## config.mk

```make
export PLATFORM = sky130hd
export DESIGN_NAME = cordic_req_arbiter
export DESIGN_NICKNAME = d
export VERILOG_FILES = /design/src/rtl/cordic_req_arbiter.sv
export SDC_FILE = /design/constraint.sdc
export NUM_CORES = 1
export LEC_CHECK = 0
export ABC_AREA = 1
export BUFFER_PORTS_ARGS = -buffer_cell sky130_fd_sc_hd__buf_2
export CAP_MARGIN = 10
export CORE_ASPECT_RATIO = 1.1
export CORE_MARGIN = 10
export CORE_UTILIZATION = 30
export CTS_CLUSTER_SIZE = 8
export DETAILED_ROUTE_END_ITERATION = 8
export PLACE_DENSITY = 0.63
export SETUP_SLACK_MARGIN = 0.2
export SYNTH_ARGS = -nofsm -noshare
export SYNTH_HDL_FRONTEND = slang
export SYNTH_SLANG_ARGS = --single-unit
```

## constraint.sdc

```tcl
create_clock -name HCLK -period 2.8 [get_ports HCLK]
set_input_delay 0.56 -clock HCLK [delete_from_list [all_inputs] [get_ports HCLK]]
set_output_delay 0.56 -clock HCLK [all_outputs]
set_load 0.01 [all_outputs]
```

## src/rtl/cordic_req_arbiter.sv

```systemverilog
// Round-robin arbiter that shares one pipelined CORDIC core between NUM_REQ requesters.
// Issued requester indices ride an in-order tag FIFO so each core result returns to its owner.
module cordic_req_arbiter #(
    parameter int unsigned NUM_REQ   = 2,
    parameter int unsigned DATA_W    = 32,
    parameter int unsigned TAG_DEPTH = 16
) (
    input  logic                          HCLK,
    input  logic                          HRESETn,
    input  logic                          cfg_enable,
    input  logic [NUM_REQ-1:0]            req_valid,
    input  logic [NUM_REQ*DATA_W-1:0]     req_data,
    output logic [NUM_REQ-1:0]            req_ready,
    output logic [DATA_W-1:0]             in_interface,
    output logic                          valid_in_interface,
    input  logic                          valid_out_interface,
    input  logic [DATA_W-1:0]             out_interface,
    output logic [NUM_REQ-1:0]            rsp_valid,
    output logic [DATA_W-1:0]             rsp_data,
    output logic                          busy,
    output logic [$clog2(TAG_DEPTH):0]    inflight,
    output logic                          err_orphan
);

    localparam int unsigned IDX_W = (NUM_REQ > 1) ? $clog2(NUM_REQ) : 1;
    localparam int unsigned PTR_W = $clog2(TAG_DEPTH);
    localparam int unsigned CNT_W = PTR_W + 1;

    typedef enum logic [1:0] {
        S_IDLE  = 2'd0,
        S_RUN   = 2'd1,
        S_DRAIN = 2'd2
    } state_e;

    state_e               state_q, state_d;
    logic [IDX_W-1:0]     rr_q, rr_d;
    logic [PTR_W-1:0]     wr_ptr_q, wr_ptr_d;
    logic [PTR_W-1:0]     rd_ptr_q, rd_ptr_d;
    logic [CNT_W-1:0]     count_q, count_d;
    logic [IDX_W-1:0]     tag_mem [TAG_DEPTH];
    logic [DATA_W-1:0]    in_q, in_d;
    logic                 vin_q, vin_d;
    logic [NUM_REQ-1:0]   rsp_valid_q, rsp_valid_d;
    logic [DATA_W-1:0]    rsp_data_q, rsp_data_d;
    logic                 err_q, err_d;

    logic [NUM_REQ-1:0]   gnt_c;
    logic [IDX_W-1:0]     gnt_idx_c;
    logic                 gnt_found_c;
    logic                 full_c;
    logic                 empty_c;
    logic                 push_c;
    logic                 pop_c;
    int unsigned          arb_idx;
    int unsigned          rr_nxt;

    // Full is judged on the registered count, so a same-cycle pop never frees a slot early.
    assign full_c  = (count_q == CNT_W'(TAG_DEPTH));
    assign empty_c = (count_q == '0);
    assign push_c  = gnt_found_c;
    assign pop_c   = valid_out_interface & ~empty_c;

    // Round-robin search starting at rr_q; at most one grant, only to a valid requester.
    always_comb begin
        gnt_c       = '0;
        gnt_idx_c   = '0;
        gnt_found_c = 1'b0;
        arb_idx     = 0;
        if (state_q == S_RUN && !full_c) begin
            for (int unsigned k = 0; k < NUM_REQ; k++) begin
                arb_idx = 32'(rr_q) + k;
                if (arb_idx >= NUM_REQ) begin
                    arb_idx = arb_idx - NUM_REQ;
                end
                if (!gnt_found_c && req_valid[IDX_W'(arb_idx)]) begin
                    gnt_found_c = 1'b1;
                    gnt_idx_c   = IDX_W'(arb_idx);
                end
            end
            if (gnt_found_c) begin
                gnt_c[gnt_idx_c] = 1'b1;
            end
        end
    end

    assign req_ready = gnt_c;

    // Next-state, tag FIFO bookkeeping and registered output values.
    always_comb begin
        state_d     = state_q;
        rr_d        = rr_q;
        wr_ptr_d    = wr_ptr_q;
        rd_ptr_d    = rd_ptr_q;
        count_d     = count_q;
        in_d        = '0;
        vin_d       = 1'b0;
        rsp_valid_d = '0;
        rsp_data_d  = '0;
        err_d       = err_q;
        rr_nxt      = 0;

        case (state_q)
            S_IDLE:  if (cfg_enable) state_d = S_RUN;
            S_RUN:   if (!cfg_enable) state_d = S_DRAIN;
            S_DRAIN: begin
                if (cfg_enable) begin
                    state_d = S_RUN;
                end else if (empty_c) begin
                    state_d = S_IDLE;
                end
            end
            default: state_d = S_IDLE;
        endcase

        if (push_c) begin
            for (int unsigned i = 0; i < NUM_REQ; i++) begin
                if (gnt_c[i]) begin
                    in_d = req_data[i*DATA_W +: DATA_W];
                end
            end
            vin_d    = 1'b1;
            wr_ptr_d = wr_ptr_q + PTR_W'(1);
            rr_nxt   = 32'(gnt_idx_c) + 1;
            if (rr_nxt >= NUM_REQ) begin
                rr_nxt = 0;
            end
            rr_d = IDX_W'(rr_nxt);
        end

        if (pop_c) begin
            rsp_valid_d[tag_mem[rd_ptr_q]] = 1'b1;
            rsp_data_d                     = out_interface;
            rd_ptr_d                       = rd_ptr_q + PTR_W'(1);
        end

        if (valid_out_interface && empty_c) begin
            err_d = 1'b1;
        end

        case ({push_c, pop_c})
            2'b10:   count_d = count_q + CNT_W'(1);
            2'b01:   count_d = count_q - CNT_W'(1);
            default: count_d = count_q;
        endcase
    end

    always_ff @(posedge HCLK or negedge HRESETn) begin
        if (!HRESETn) begin
            state_q     <= S_IDLE;
            rr_q        <= '0;
            wr_ptr_q    <= '0;
            rd_ptr_q    <= '0;
            count_q     <= '0;
            in_q        <= '0;
            vin_q       <= 1'b0;
            rsp_valid_q <= '0;
            rsp_data_q  <= '0;
            err_q       <= 1'b0;
        end else begin
            state_q     <= state_d;
            rr_q        <= rr_d;
            wr_ptr_q    <= wr_ptr_d;
            rd_ptr_q    <= rd_ptr_d;
            count_q     <= count_d;
            in_q        <= in_d;
            vin_q       <= vin_d;
            rsp_valid_q <= rsp_valid_d;
            rsp_data_q  <= rsp_data_d;
            err_q       <= err_d;
        end
    end

    // Tag storage needs no reset: entries are only read while the count says they are live.
    always_ff @(posedge HCLK) begin
        if (push_c) begin
            tag_mem[wr_ptr_q] <= gnt_idx_c;
        end
    end

    assign in_interface       = in_q;
    assign valid_in_interface = vin_q;
    assign rsp_valid          = rsp_valid_q;
    assign rsp_data           = rsp_data_q;
    assign inflight           = count_q;
    assign err_orphan         = err_q;
    assign busy               = (state_q != S_IDLE) || (count_q != '0);

endmodule
```

# Word level (Yosys, flattened, before mapping)
# Memories as Yosys holds them, arrays and structs flattened.
# Cells that the tools add are included.
# word_totals
regBits	84
mem_bits_rw	16
inputBits	102
output_inout_bits	76
wordCells	89
memories	1
# classes
addsub	8
n_lt_le_gt_ge	9
n_eq_ne	8
n_mux	37
n_bitwise	2
reduce_logical	14
# memory_table
name	words	word_bits	rd	rd_clocked_by_memory_dff	write_ports	line	text
tag_mem	16	1	1	0	1	40	logic [IDX_W-1:0] tag_mem [TAG_DEPTH];
# ops
cell	n
two-way mux 32 bit	4
two-way mux 1 bit	22
two-way mux 2 bit	7
case mux 5 bit (2 select lines)	1
adder 4 x 1 -> 4 bit (second input constant)	2
less-than comparator 1 x 2 -> 1 bit (second input constant)	4
case mux 2 bit (3 select lines)	1
adder 5 x 1 -> 5 bit (second input constant)	1
equality test 5 bit (second input constant)	1
logical AND 1 bit	5
zero test 5 bit	1
nonzero test 5 bit	1
subtractor 5 x 1 -> 5 bit (second input constant)	1
adder 1 x 1 -> 2 bit (second input constant)	2
equality test 2 x 1 -> 1 bit (second input constant)	2
equality test 2 bit (second input constant)	2
greater-or-equal comparator 2 bit (second input constant)	2
inequality test 2 bit (second input constant)	2
nonzero test 2 bit	2
inequality test 3 bit (second input constant)	1
AND reduction 3 bit	1
demux 1 bit (select 1 bit)	2
greater-or-equal comparator 1 bit (second input constant)	2
greater-or-equal comparator 1 x 2 -> 1 bit (second input constant)	1
6 further kinds	8

# Longest topological paths before layout
# Gate-level depths: netlist of run 1.
# depth
word_depth	21
depth_mapped	17
mapped_depth_nobuf	17

# Worst setup path before layout of run 1
# Ideal clock, no wire load.
# synth_timing
kind	in2reg
start	in req_valid[1]
end	reg count_q[4] (netlist: inflight[4])
setup_time_ns	0.117
arrival_time_ns	2.088
required_time_ns	2.683
path_slack_ns	0.595
path_stages	12
n_path_buf	0
path_cell_list	nor2_1 -> nand3b_1 -> ha_1 -> xor2_1 -> ha_1 -> inv_1 -> nand2_1 -> nand3_1 -> nand3b_1 -> nand2_1 -> nand2_1 -> nand2_1
# synth_via
elab_chain_cells	11
elab_cells_between_ends	15
classes_between	eq/ne (2); mux (10); reduce/logical (3)
# synth_rtl
item	line	text
start: declaration	11	input logic [NUM_REQ-1:0] req_valid,
two-way mux 1 bit (implied by the code) (2 in a row)	75	if (!gnt_found_c && req_valid[IDX_W'(arb_idx)]) begin
two-way mux 1 bit	75	
two-way mux 1 bit	69	if (state_q == S_RUN && !full_c) begin
zero test 1 bit	75	
logical AND 1 bit	75	
two-way mux 1 bit *	75	
two-way mux 1 bit * (2 in a row)	69	
equality test 2 x 1 -> 1 bit / equality test 2 bit (equally long branches)	140	case ({push_c, pop_c})
case mux 5 bit (2 select lines) / nonzero test 2 bit (equally long branches)	-	
end signal: assignment	164	count_q <= count_d;
end: declaration	39	logic [CNT_W-1:0] count_q, count_d;
# Every way passes the cells marked *; elsewhere a longest branch is shown, timed or not. The select of a mux whose other input is x is not followed.
# A chain may end at the register's enable or synchronous reset.

# Final worst setup path of run 1
# layout_timing
start	reg count_q[3] (netlist: inflight[3])
end	reg count_q[4] (netlist: inflight[4])
# layout_via
elab_chain_cells	6
elab_cells_between_ends	13
classes_between	add/sub (2); eq/ne (3); mux (2); bitwise (2); reduce/logical (4)
# layout_rtl
item	line	text
equality test 5 bit	58	assign full_c = (count_q == CNT_W'(TAG_DEPTH));
zero test 1 bit	69	
logical AND 1 bit	69	
two-way mux 1 bit	69	
equality test 2 x 1 -> 1 bit / equality test 2 bit (equally long branches)	140	
case mux 5 bit (2 select lines) / nonzero test 2 bit (equally long branches)	-	
# Several ways; a longest one is shown, not always the timed one.

==> out/results.tsv, run 1 <==
stage	metric	value	unit
final_layout	multi_input_area	1310	sq um
synth	ys_ff_latch	100	
global_route	grt_remaining_overflow	0	
placed_design	dpl_cell_area	5270	sq um
worst_setup_path	r2r-start	inflight[3]	
final_layout	n_antenna_cell	0	
pwr	peakVddDrop	0.000409	V
sta	worst_pin_slew	1050	ps
clock_tree	clock-root-buffer	clkbuf_16	
final_layout	stdcell_area	5570	sq um
clock_tree	cts_htree_levels	3	
routing	via_count	3366	
die	die_w	133	microns
worst_setup_path	cp_max_fo	8	
worst_setup_path	required	3030	ps
routing	wire_per_inst	13.1	microns
worst_setup_path	critical_path.slowest_cell	dfrtp_1	
worst_setup_path	slowest_delay	410	ps
final_layout	final_cell_mix	buf_2, nand2_1, dfrtp_1	
sta	clock_skew	7.96	ps
synth	ys_warn_count	0	
synth	synthDistinctLibCells	31	
clock_tree	cts_tree	done	
routing	viasPerCell	4.11	
pwr	p_leak	3.17	nW
sta	post-route-period-util	87.1	%
final_layout	drive_gt1_share	35.7	%
worst_setup_path	cp_common_cell	nand2_1	
clock_tree	clk_latency	340	ps
die	initial_core_util	30.6	%
routing	drt-total-wl	10.7	mm
routing	ant_nets	0	
die	rows	45	
run_status	status	finished, final reports clean	
global_route	grt_max_degree	85	
final_layout	ff_latch_area	2580	sq um
sta	drv_slew	0	
sta	setup_viol	0	
global_route	grt_pass1_vias	3636	
final_layout	n_fill_cell	1391	
worst_setup_path	reg2reg_setup_slack	360	ps
clock_tree	hold_buffers	0	
synth	seq_area_frac_synth	61.2	%
clock_tree	cts_buffers	9	
synth	syn_avg_cell_area	9.46	sq um
die	core-area	13800	sq um
synth	synth_nets	557	
global_route	grt_antenna_before_repair	0	
clock_tree	cts_sinks	100	
pwr	p_clk_share	27.7	%
routing	drt_iter0_markers	139	
global_route	grt_usage	10.9	%
pwr	intPower	2.89	mW
synth	synth_cells	446	
die	die-area	19200	sq um
die	die_y	144	microns
pwr	swShare	34.2	%
sta	max_freq	0.410	GHz
sta	fin_setup_tns	0	ps
worst_hold_path	hold_class	in -> async	
sta	maxSlewHeadroom	29.9	%
final_layout	final_common_cell	buf_2	
worst_setup_path	end_kind	flop	
clock_tree	path_clk_slew	70	ps
worst_setup_path	reg2reg_depth	16	
flow_run	maxCapViolations	0	
sta	final_hold_viol_count	0	
routing	remaining_drc_errors	0	
sta	rsz0062_at_grt	no	
sta	post-route-min-period	2440	ps
worst_setup_path	worst_r2r_endpoint	inflight[4]	
final_layout	final_nets	737	
routing	firstDrtPassIters	4	
pwr	pwr-share-comb	29.0	%
pwr	power_density	789	nW/um^2
worst_setup_path	critPathArrivalTime	2670	ps
final_layout	syn_to_final_growth	31.9	%
die	io_pins	178	
placed_design	gp_congestion	0.794	
pwr	p_seq_share	43.3	%
placed_design	port-buffer-count	177	
worst_setup_path	cp-start-kind	flop	
worst_setup_path	path_class	reg -> reg	
clock_tree	cts_buffer_depth	2	
global_route	grt_first_pass_wirelength	17.2	mm
placed_design	place.detailed.hpwl	8.45	mm
synth	synth_area	4220	sq um
pwr	p_switching	1.50	mW
worst_setup_path	critical_path.cell_chain	nor2_2 -> nand3_1 -> nor2_2 -> inv_1 -> nand2_4 -> inv_2 -> ha_1 -> xor2_1 -> ha_1 -> inv_1 -> nand2_1 -> nand3_1 -> nand3b_1 -> nand2_1 -> nand2_1 -> nand2_1	
## cell type report
class                           count  share of cell area, %
Multi-Input combinational cell    273                   23.5
Sequential cell                   100                   46.4
Clock inverter                      6                   1.17
Clock buffer                       10                   4.11
Timing Repair Buffer              179                   16.2
Inverter                           63                   4.34
Tap cell                          188                   4.23
## metrics by stage
| stage | util, % | hold WS (ps) | setup WS (ps) | std cells | power, mW |
|---|---|---|---|---|---|
| 2_1_floorplan | - | 264 | 595 | 446 | 2.74 |
| 3_3_place_gp | 38.2 | 449 | 300 | 803 | 3.16 |
| 3_5_place_dp | 38.2 | 445 | 223 | 803 | 3.21 |
| 4_1_cts | 40.3 | 400 | 280 | 819 | 4.46 |
| 5_1_grt | 40.3 | 405 | 211 | 819 | 4.73 |
| 6_report | 40.3 | 376 | 362 | 819 | 4.39 |
## registers in the layout, indices dropped and copies added (netlist names)
signal / flops
in_interface: 32
inflight: 5
rsp_valid: 2
valid_in_interface: 1
rd_ptr_q: 4
wr_ptr_q: 4
tag_mem: 16
state_q: 2
rsp_data: 32
rr_q: 1
err_orphan: 1
## how the worst max path moves through the flow
stage / startpoint / to / slack (ps) / cells past startpoint
final: inflight[3] / inflight[4] / 360 / 16
after global routing: inflight[2] / inflight[4] / 210 / 16
after CTS: inflight[3] / inflight[4] / 280 / 15
after detailed placement: req_valid[1] / inflight[4] / 220 / 13
after global placement: req_valid[1] / inflight[4] / 300 / 13
after floorplan: req_valid[1] / inflight[4] / 600 / 12
## cells in the mapped netlist
| library cell | instances | share of area, % |
|---|---|---|
| inv_6 | 1 | 0.21 |
| nand3_1 | 19 | 2.3 |
| nand2_4 | 3 | 0.80 |
| xor2_1 | 4 | 0.83 |
| a21boi_0 | 1 | 0.18 |
| buf_8 | 2 | 0.71 |
| edfxtp_1 | 16 | 11 |
| o31ai_1 | 1 | 0.18 |
| nor2_8 | 1 | 0.47 |
| clkinv_1 | 1 | 0.089 |
| nand2_1 | 141 | 13 |
| a21oi_1 | 3 | 0.36 |
| nand3b_1 | 2 | 0.36 |
| inv_2 | 4 | 0.36 |
| o21ai_1 | 2 | 0.24 |
| buf_4 | 1 | 0.18 |
| o21ai_0 | 6 | 0.71 |
| nand4_2 | 1 | 0.30 |
| nor2_1 | 54 | 4.8 |
| dfrtp_1 | 84 | 50 |
| xnor2_1 | 2 | 0.42 |
| nand2_2 | 18 | 2.7 |
| buf_2 | 6 | 0.71 |
| a21o_1 | 1 | 0.18 |
| inv_1 | 57 | 5.1 |
| nor2_2 | 1 | 0.15 |
| nor2_4 | 2 | 0.53 |
| ha_1 | 9 | 2.7 |
| o21bai_1 | 1 | 0.18 |
| nand4_1 | 1 | 0.15 |
| buf_12 | 1 | 0.47 |
## kinds of logic after synthesis
logic type,after synthesis,synth area share [%]
DFF,100,61.2
xor gates and xnor gates,6,1.25
AOI/OAI and AO/OA,15,2.02
adders and majority gates,9,2.67
and+or+nand+nor,243,25.0
buffers and inverters,73,7.80
## layer usage
metal / up-vias / track usage (%) / share of wire (%)
li1: 1700 / - / -
met1: 1523 / 13.0 / 43
met2: 132 / 17.0 / 47
met3: 11 / 4.89 / 9.5
met4: 0 / 4.17 / 1.1
met5: - / 0 / 0
## critical path, delay by kind of cell (launching register included)
| family | cells | cell delay, ps |
|---|---|---|
| and+or+nand+nor | 10 | 1050 |
| adders and majority gates | 2 | 430 |
| DFF | 1 | 410 |
| buffers and inverters | 3 | 230 |
| xor gates and xnor gates | 1 | 200 |
## power groups by stage
stage / Combinational, mW / Sequential (mW) / Clock [mW]
detailed placement: 1.29 / 1.93 / 0
global route: 1.45 / 1.94 / 1.33
floorplan: 0.762 / 1.98 / 0
finish: 1.27 / 1.90 / 1.22
global placement: 1.24 / 1.92 / 0
CTS: 1.29 / 1.90 / 1.27
## repair_timing
| item | CTS | global route |
|---|---|---|
| buffers inserted | 0 | 0 |
| gates resized for setup | 0 | 1 |
| endpoints found under the setup margin | 0 | 2 |
Power figures use the tool's default switching activity.
==> inputs of run 2 (changes only) <==
Settings changed: ABC_AREA 1 to 0, CORE_UTILIZATION 30 to 42, PLACE_DENSITY 0.63 to 0.81.
==> run 2 against run 1 <==
Largest power group unchanged. Synthesized cell count decreased by 22%. Die area decreased by 25%. Largest cell class unchanged. Sequential power about the same. Combinational power down 7%. Cell area is 3.9% lower.
==> out/results.tsv, run 2 <==
stage	metric	value	unit	change
die	rows	38		-16%
synth	yosysMostFrequentCell	dfrtp_1		
placed_design	place.detailed.hpwl	8.36	mm	-1.1%
synth	synthDistinctLibCells	40		+29%
synth	synth_ff_type	dfrtp_1		
final_layout	syn_to_final_growth	28.0	%	
routing	firstDrtPassIters	5		+1
clock_tree	clk_latency	370	ps	+30 ps
sta	final_hold_viol_count	0		unchanged
global_route	grt_remaining_overflow	0		unchanged
global_route	grt_usage	14.9	%	+4.0 points
sta	post-route-min-period	2460	ps	+18.7 ps
worst_setup_path	cp-endpoint	req_ready[0]		
worst_setup_path	startpoint	inflight[2]		
synth	netlist_top_cells_count	dfrtp_1, nand2_1, and2_1		
worst_setup_path	end_kind	output pin		
worst_setup_path	worst_r2r_endpoint	inflight[2]		
sta	post-route-period-util	87.7	%	+0.67 points
synth	ys_ff_latch	100		unchanged
die	initial_core_util	42.7	%	+12 points
clock_tree	cts_resized	0		unchanged
sta	max_freq	0.407	GHz	-0.76%
worst_setup_path	path_class	reg -> out		
pwr	peakVddDrop	0.000269	V	-34%
worst_setup_path	reg2reg_depth	10		-6
sta	drv_slew	0		unchanged
global_route	grt_antenna_before_repair	0		unchanged
synth	syn_avg_cell_area	12.1	sq um	+28%
final_layout	multi_input_area	1450	sq um	+11%
final_layout	final_cell_mix	buf_2, dfrtp_1, nand2_1		
sta	rsz0062_at_grt	no		
synth	ys_async_sr_fraction	84.0	%	unchanged
worst_setup_path	critical_path.slowest_cell	dfrtp_1		
routing	drt_iter0_markers	216		+55%
clock_tree	cts_htree_levels	3		unchanged
sta	worst_pin_slew	532	ps	-520 ps
clock_tree	cts_sinks	100		unchanged
synth	synth_largest_area_cell	dfrtp_1		
worst_setup_path	r2r-start	inflight[0]		
worst_setup_path	critPathTopFamily	flip-flops		
worst_setup_path	cp-start-kind	flop		
pwr	p_leak	2.80	nW	-12%
global_route	grt_max_degree	44		-48%
final_layout	final_nets	634		-14%
synth	synth_area	4180	sq um	-0.89%
pwr	power_density	738	nW/um^2	-6.5%
sta	maxSlewHeadroom	64.5	%	+35 points
sta	fin_setup_tns	0	ps	unchanged
final_layout	final_common_cell	buf_2		
placed_design	gp_congestion	0.802		+1.0%
worst_setup_path	cp_max_fo	16		+8
worst_setup_path	path_buf_inv	2		-1
clock_tree	cts_buffers	9		unchanged
run_status	status	finished, final reports clean		
final_layout	n_fill_cell	850		-39%
die	die_y	125	microns	-14%
global_route	grt_pass1_vias	3331		-8.4%
worst_setup_path	required	2240	ps	-790 ps
final_layout	n_antenna_cell	0		unchanged
synth	synth_cells	346		-22%
placed_design	port-buffer-count	177		unchanged
synth	ys_warn_count	0		unchanged
final_layout	drive_gt1_share	43.8	%	+8.1 points
synth	synth_enable_flop_cells	16		unchanged
clock_tree	cts_buffer_depth	2		unchanged
global_route	grt_first_pass_wirelength	17.1	mm	-0.80%
final_layout	ff_latch_area	2580	sq um	unchanged
worst_setup_path	critPathArrivalTime	1900	ps	-770 ps
worst_setup_path	slowest_delay	570	ps	+160 ps
synth	synth_area_leaders	dfrtp_1, edfxtp_1, nand2_1, and2_1, a21oi_2		
die	die-area	14300	sq um	-25%
die	io_pins	178		unchanged
clock_tree	cts_tree	done		
routing	viasPerCell	4.87		+19%
routing	via_count	3158		-6.2%
sta	fin_hold_ws	156	ps	-220 ps
clock_tree	clock-root-buffer	clkbuf_8		
sta	clock_skew	8.25	ps	+0.281 ps
synth	synth_nets	457		-18%
flow_run	maxCapViolations	0		unchanged
worst_setup_path	critical_path.cell_chain	nor4_4 -> a211o_2 -> buf_4 -> nor2_1 -> buf_2		
clock_tree	path_clk_slew	90	ps	+20 ps
worst_hold_path	hold_class	in -> async		
routing	wire_per_inst	16.8	microns	+28%
die	die_w	115	microns	-13%
routing	drt-total-wl	10.9	mm	+1.1%
routing	remaining_drc_errors	0		unchanged
worst_setup_path	reg2reg_setup_slack	420	ps	+60 ps
synth	seq_area_frac_synth	61.8	%	+0.55 points
routing	ant_nets	0		unchanged
die	core-area	9790	sq um	-29%
synth	synth_top_cell_area_share	50.3	%	+0.45 points
sta	setup_viol	0		unchanged
worst_setup_path	path_depth	5		-11
-- run 2: changes by cell type after synthesis, sizes merged, moves of 9 or more --
cell | previous run | this run
clkbuf | 0 | 9
and3 | 0 | 15
nand2 | 162 | 71
nand3 | 19 | 0
a21oi | 3 | 36
inv | 62 | 7
nor2 | 58 | 7
and2 | 0 | 34
-- run 2: cell type report --
class / instances / area share [%]
Clock buffer: 12 / 2.92
Clock inverter: 4 / 0.398
Inverter: 7 / 0.491
Multi-Input combinational cell: 220 / 27.1
Sequential cell: 100 / 48.3
Tap cell: 120 / 2.81
Timing Repair Buffer: 185 / 18.0
-- run 2: how the worst min path moves through the flow --
stage	startpoint	to	slack, ps	cells past startpoint
2_1_floorplan	HRESETn	err_orphan	260	0
3_3_place_gp	err_orphan	err_orphan	470	1
3_5_place_dp	err_orphan	err_orphan	460	1
4_1_cts	HRESETn	rsp_data[4]	170	1
5_1_grt	HRESETn	rsp_data[4]	190	1
6_report	HRESETn	rsp_data[7]	160	1
-- run 2: per-stage QoR --
stage                     worst slack (ps)  std cells  util (%)  area, sq um  power, mW
final                                  343        648      54.6         5350       3.95
after floorplan                        218        346         -         4180       2.70
after global routing                   209        648      54.6         5350       4.22
after CTS                              232        647      54.5         5340       4.00
after detailed placement               381        631      52.7         5160       3.13
after global placement                 449        631      52.7         5160       3.07
-- run 2: worst reg2reg max path: stages (launching register included) --
cell	delay, ps
dfrtp_1	480
nor4_4	330
buf_4	170
a21boi_2	60
ha_1	290
xor2_1	180
ha_1	230
a21oi_1	170
xnor2_1	130
nand2_1	90
xnor2_1	130
-- run 2: what timing repair did --
item                                    in CTS  in global routing
endpoints found under the hold margin        0                  0
hold buffers                                 0                  0
setup buffers                                0                  1
endpoints found under the setup margin       0                  4
-- run 2: logic make-up after synthesis --
group,synth area share [%]
adder cells (fa/ha/maj),2.69
XOR/XNOR,2.51
flip-flops,61.8
buffers and inverters,3.80
AND/OR/NAND/NOR,16.8
AO/OA/AOI/OAI,8.53
multiplexers,3.89
-- run 2: power breakdown --
part / switching [mW] / total, mW / internal, mW / leakage (nW)
clock network: 0.482 / 0.856 / 0.374 / 0.0956
logic: 0.626 / 1.18 / 0.550 / 1.47
registers: 0.211 / 1.91 / 1.70 / 1.23
-- run 2: layer usage --
metal	track usage [%]	part of all wire, %	wire length (microns)
met1	16.2	38	4090
met2	24.4	49	5290
met3	5.59	11	1140
met4	7.94	3.1	336
met5	0	0	0
==> inputs of run 3 (changes only) <==
Clock period 2.8 ns to 3 ns, I/O delays scaled along.
==> run 3 against run 2 <==
Worst hold slack gained 39 ps. Clock skew grew 3.3 ps. Cell area grew 0.26%. Register-to-register slack is essentially flat. Core utilization grew 0.14 points. Global-route usage shrank 0.16 points. Die area is the same. Critical path type unchanged. Largest power group unchanged.
==> out/results.tsv, run 3 (synthesis results as in run 2) <==
stage	metric	value	unit	change
pwr	power_density	698	nW/um^2	-5.4%
worst_setup_path	path_class	reg -> out		
global_route	grt_antenna_before_repair	0		unchanged
pwr	peakVddDrop	0.000299	V	+11%
routing	firstDrtPassIters	4		-1
sta	clock_skew	11.6	ps	+3.33 ps
worst_setup_path	critPathArrivalTime	2040	ps	+140 ps
final_layout	drive_gt1_share	43.9	%	+0.17 points
routing	remaining_drc_errors	0		unchanged
routing	ant_nets	0		unchanged
clock_tree	cts_sinks	100		unchanged
clock_tree	cts_htree_levels	3		unchanged
die	rows	38		unchanged
worst_hold_path	hold_class	in -> async		
pwr	intPower	2.49	mW	-5.2%
clock_tree	clk_latency	360	ps	about the same
pwr	p_leak	2.80	nW	about the same
sta	final_hold_viol_count	0		unchanged
die	initial_core_util	42.7	%	unchanged
placed_design	gp_congestion	0.797		-0.60%
sta	max_freq	0.379	GHz	
clock_tree	cts_tree	done		
die	die_w	115	microns	unchanged
global_route	grt_first_pass_wirelength	17.0	mm	-0.20%
worst_setup_path	cp_max_fo	38		+22
final_layout	final_common_cell	buf_2		
worst_setup_path	path_depth	5		unchanged
clock_tree	path_clk_slew	100	ps	about the same
die	die-area	14300	sq um	unchanged
die	core-area	9790	sq um	unchanged
worst_setup_path	critPathTopFamily	simple AND/OR/NAND/NOR gates		
sta	worst_slack	362	ps	+18.7 ps
worst_setup_path	path_buf_inv	2		unchanged
pwr	p_seq_share	47.7	%	-0.8 points
final_layout	final_util	54.8	%	+0.14 points
worst_setup_path	reg2reg_depth	9		-1
final_layout	final_cell_mix	buf_2, dfrtp_1, nand2_1		
worst_setup_path	required	2400	ps	+160 ps
sta	setup_viol	0		unchanged
sta	post-route-min-period	2640	ps	
final_layout	ff_latch_area	2580	sq um	unchanged
worst_setup_path	r2r-start	inflight[1]		
clock_tree	post-cts-setup-buffers	0		unchanged
pwr	p_switching	1.25	mW	-5.1%
global_route	grt_remaining_overflow	0		unchanged
routing	via_count	3176		+0.57%
worst_setup_path	cp-start-kind	flop		
final_layout	n_fill_cell	846		-0.47%
clock_tree	cts_buffer_depth	2		unchanged
flow_run	maxCapViolations	0		unchanged
final_layout	multi_input_area	1450	sq um	unchanged
worst_setup_path	reg2reg_setup_slack	420	ps	about the same
placed_design	preCtsSetupSlack	353	ps	-27.8 ps
sta	rsz0062_at_grt	no		
global_route	grt_pass1_vias	3416		+2.6%
global_route	grt_usage	14.8	%	-0.16 points
sta	post-route-period-util	87.9	%	
sta	worst_pin_slew	519	ps	-12.7 ps
pwr	pwr-share-comb	29.2	%	-0.6 points
pwr	p_clk_share	23.1	%	+1.4 points
worst_setup_path	critical_path.slowest_cell	dfrtp_1		
die	die_y	125	microns	unchanged
routing	drt-total-wl	10.7	mm	-1.1%
routing	wire_per_inst	16.6	microns	-0.80%
worst_setup_path	critical_path.cell_chain	nor4_4 -> a211o_2 -> buf_8 -> nor2_1 -> buf_2		
final_layout	final_nets	632		-0.32%
run_status	status	finished, final reports clean		
sta	fin_setup_tns	0	ps	unchanged
worst_setup_path	worst_r2r_endpoint	inflight[4]		
clock_tree	cts_buffers	9		unchanged
final_layout	syn_to_final_growth	28.3	%	
placed_design	port-buffer-count	177		unchanged
global_route	grt_max_degree	44		unchanged
clock_tree	clock-root-buffer	clkbuf_8		
pwr	swShare	33.4	%	about the same
die	io_pins	178		unchanged
sta	maxSlewHeadroom	65.4	%	+0.84 points
placed_design	place.detailed.hpwl	8.34	mm	-0.25%
routing	viasPerCell	4.92		+0.88%
final_layout	n_antenna_cell	0		unchanged
worst_setup_path	slowest_delay	500	ps	-70 ps
sta	drv_slew	0		unchanged
worst_setup_path	end_kind	output pin		
routing	drt_iter0_markers	264		+22%
-- run 3: changes by cell type in the layout (fill, tap and decap cells not counted) --
cell and delta:
bufinv_16 +1, clkbuf_1 -2, clkbuf_16 -1, clkinv_4 +2, buf_4 -3, buf_8 +1, inv_4 -1, inv_6 +2
clkinv_2 -1
-- run 3: worst max path at each step --
stage	startpoint	endpoint	slack, ps
after floorplan	inflight[1]	inflight[4]	420
after global placement	req_valid[0]	inflight[4]	590
after detailed placement	inflight[1]	inflight[3]	350
after CTS	inflight[1]	req_ready[1]	280
after global routing	inflight[1]	inflight[4]	230
final	inflight[1]	req_ready[1]	360
-- run 3: layout make-up --
class	count	area share, %
sequential	100	48.2
multi-input combinational	220	27.1
timing repair buffer	183	17.8
tap	120	2.80
clock buffer	9	2.31
clock inverter	7	1.40
inverter	7	0.490
-- run 3: per-layer routing --
| layer | share of wire [%] | track usage [%] | routed length [microns] |
|---|---|---|---|
| met1 | 38 | 15.8 | 4050 |
| met2 | 50 | 25.0 | 5320 |
| met3 | 10 | 5.30 | 1120 |
| met4 | 2.3 | 6.92 | 242 |
| met5 | 0 | 0 | 0 |
-- run 3: power by group through the flow --
stage / sequential (mW) / combinational, mW / clock, mW
after global routing: 1.83 / 1.23 / 0.931
after floorplan: 1.83 / 0.696 / 0
after global placement: 1.80 / 1.06 / 0
final: 1.79 / 1.09 / 0.863
after detailed placement: 1.82 / 1.10 / 0
after CTS: 1.79 / 1.11 / 0.883
-- run 3: stage by stage --
| step | hold WS [ps] | std cells | instance area [sq um] | power [mW] |
|---|---|---|---|---|
| floorplan | 304 | 346 | 4180 | 2.52 |
| global placement | 465 | 630 | 5160 | 2.86 |
| detailed placement | 470 | 630 | 5160 | 2.92 |
| CTS | 205 | 646 | 5360 | 3.79 |
| global route | 223 | 646 | 5360 | 3.98 |
| finish | 195 | 646 | 5360 | 3.74 |
-- run 3: what timing repair did --
item,CTS,global route
hold buffers,0,0
setup endpoints to repair,2,2
endpoints found under the hold margin,0,0
gates resized for setup,1,2
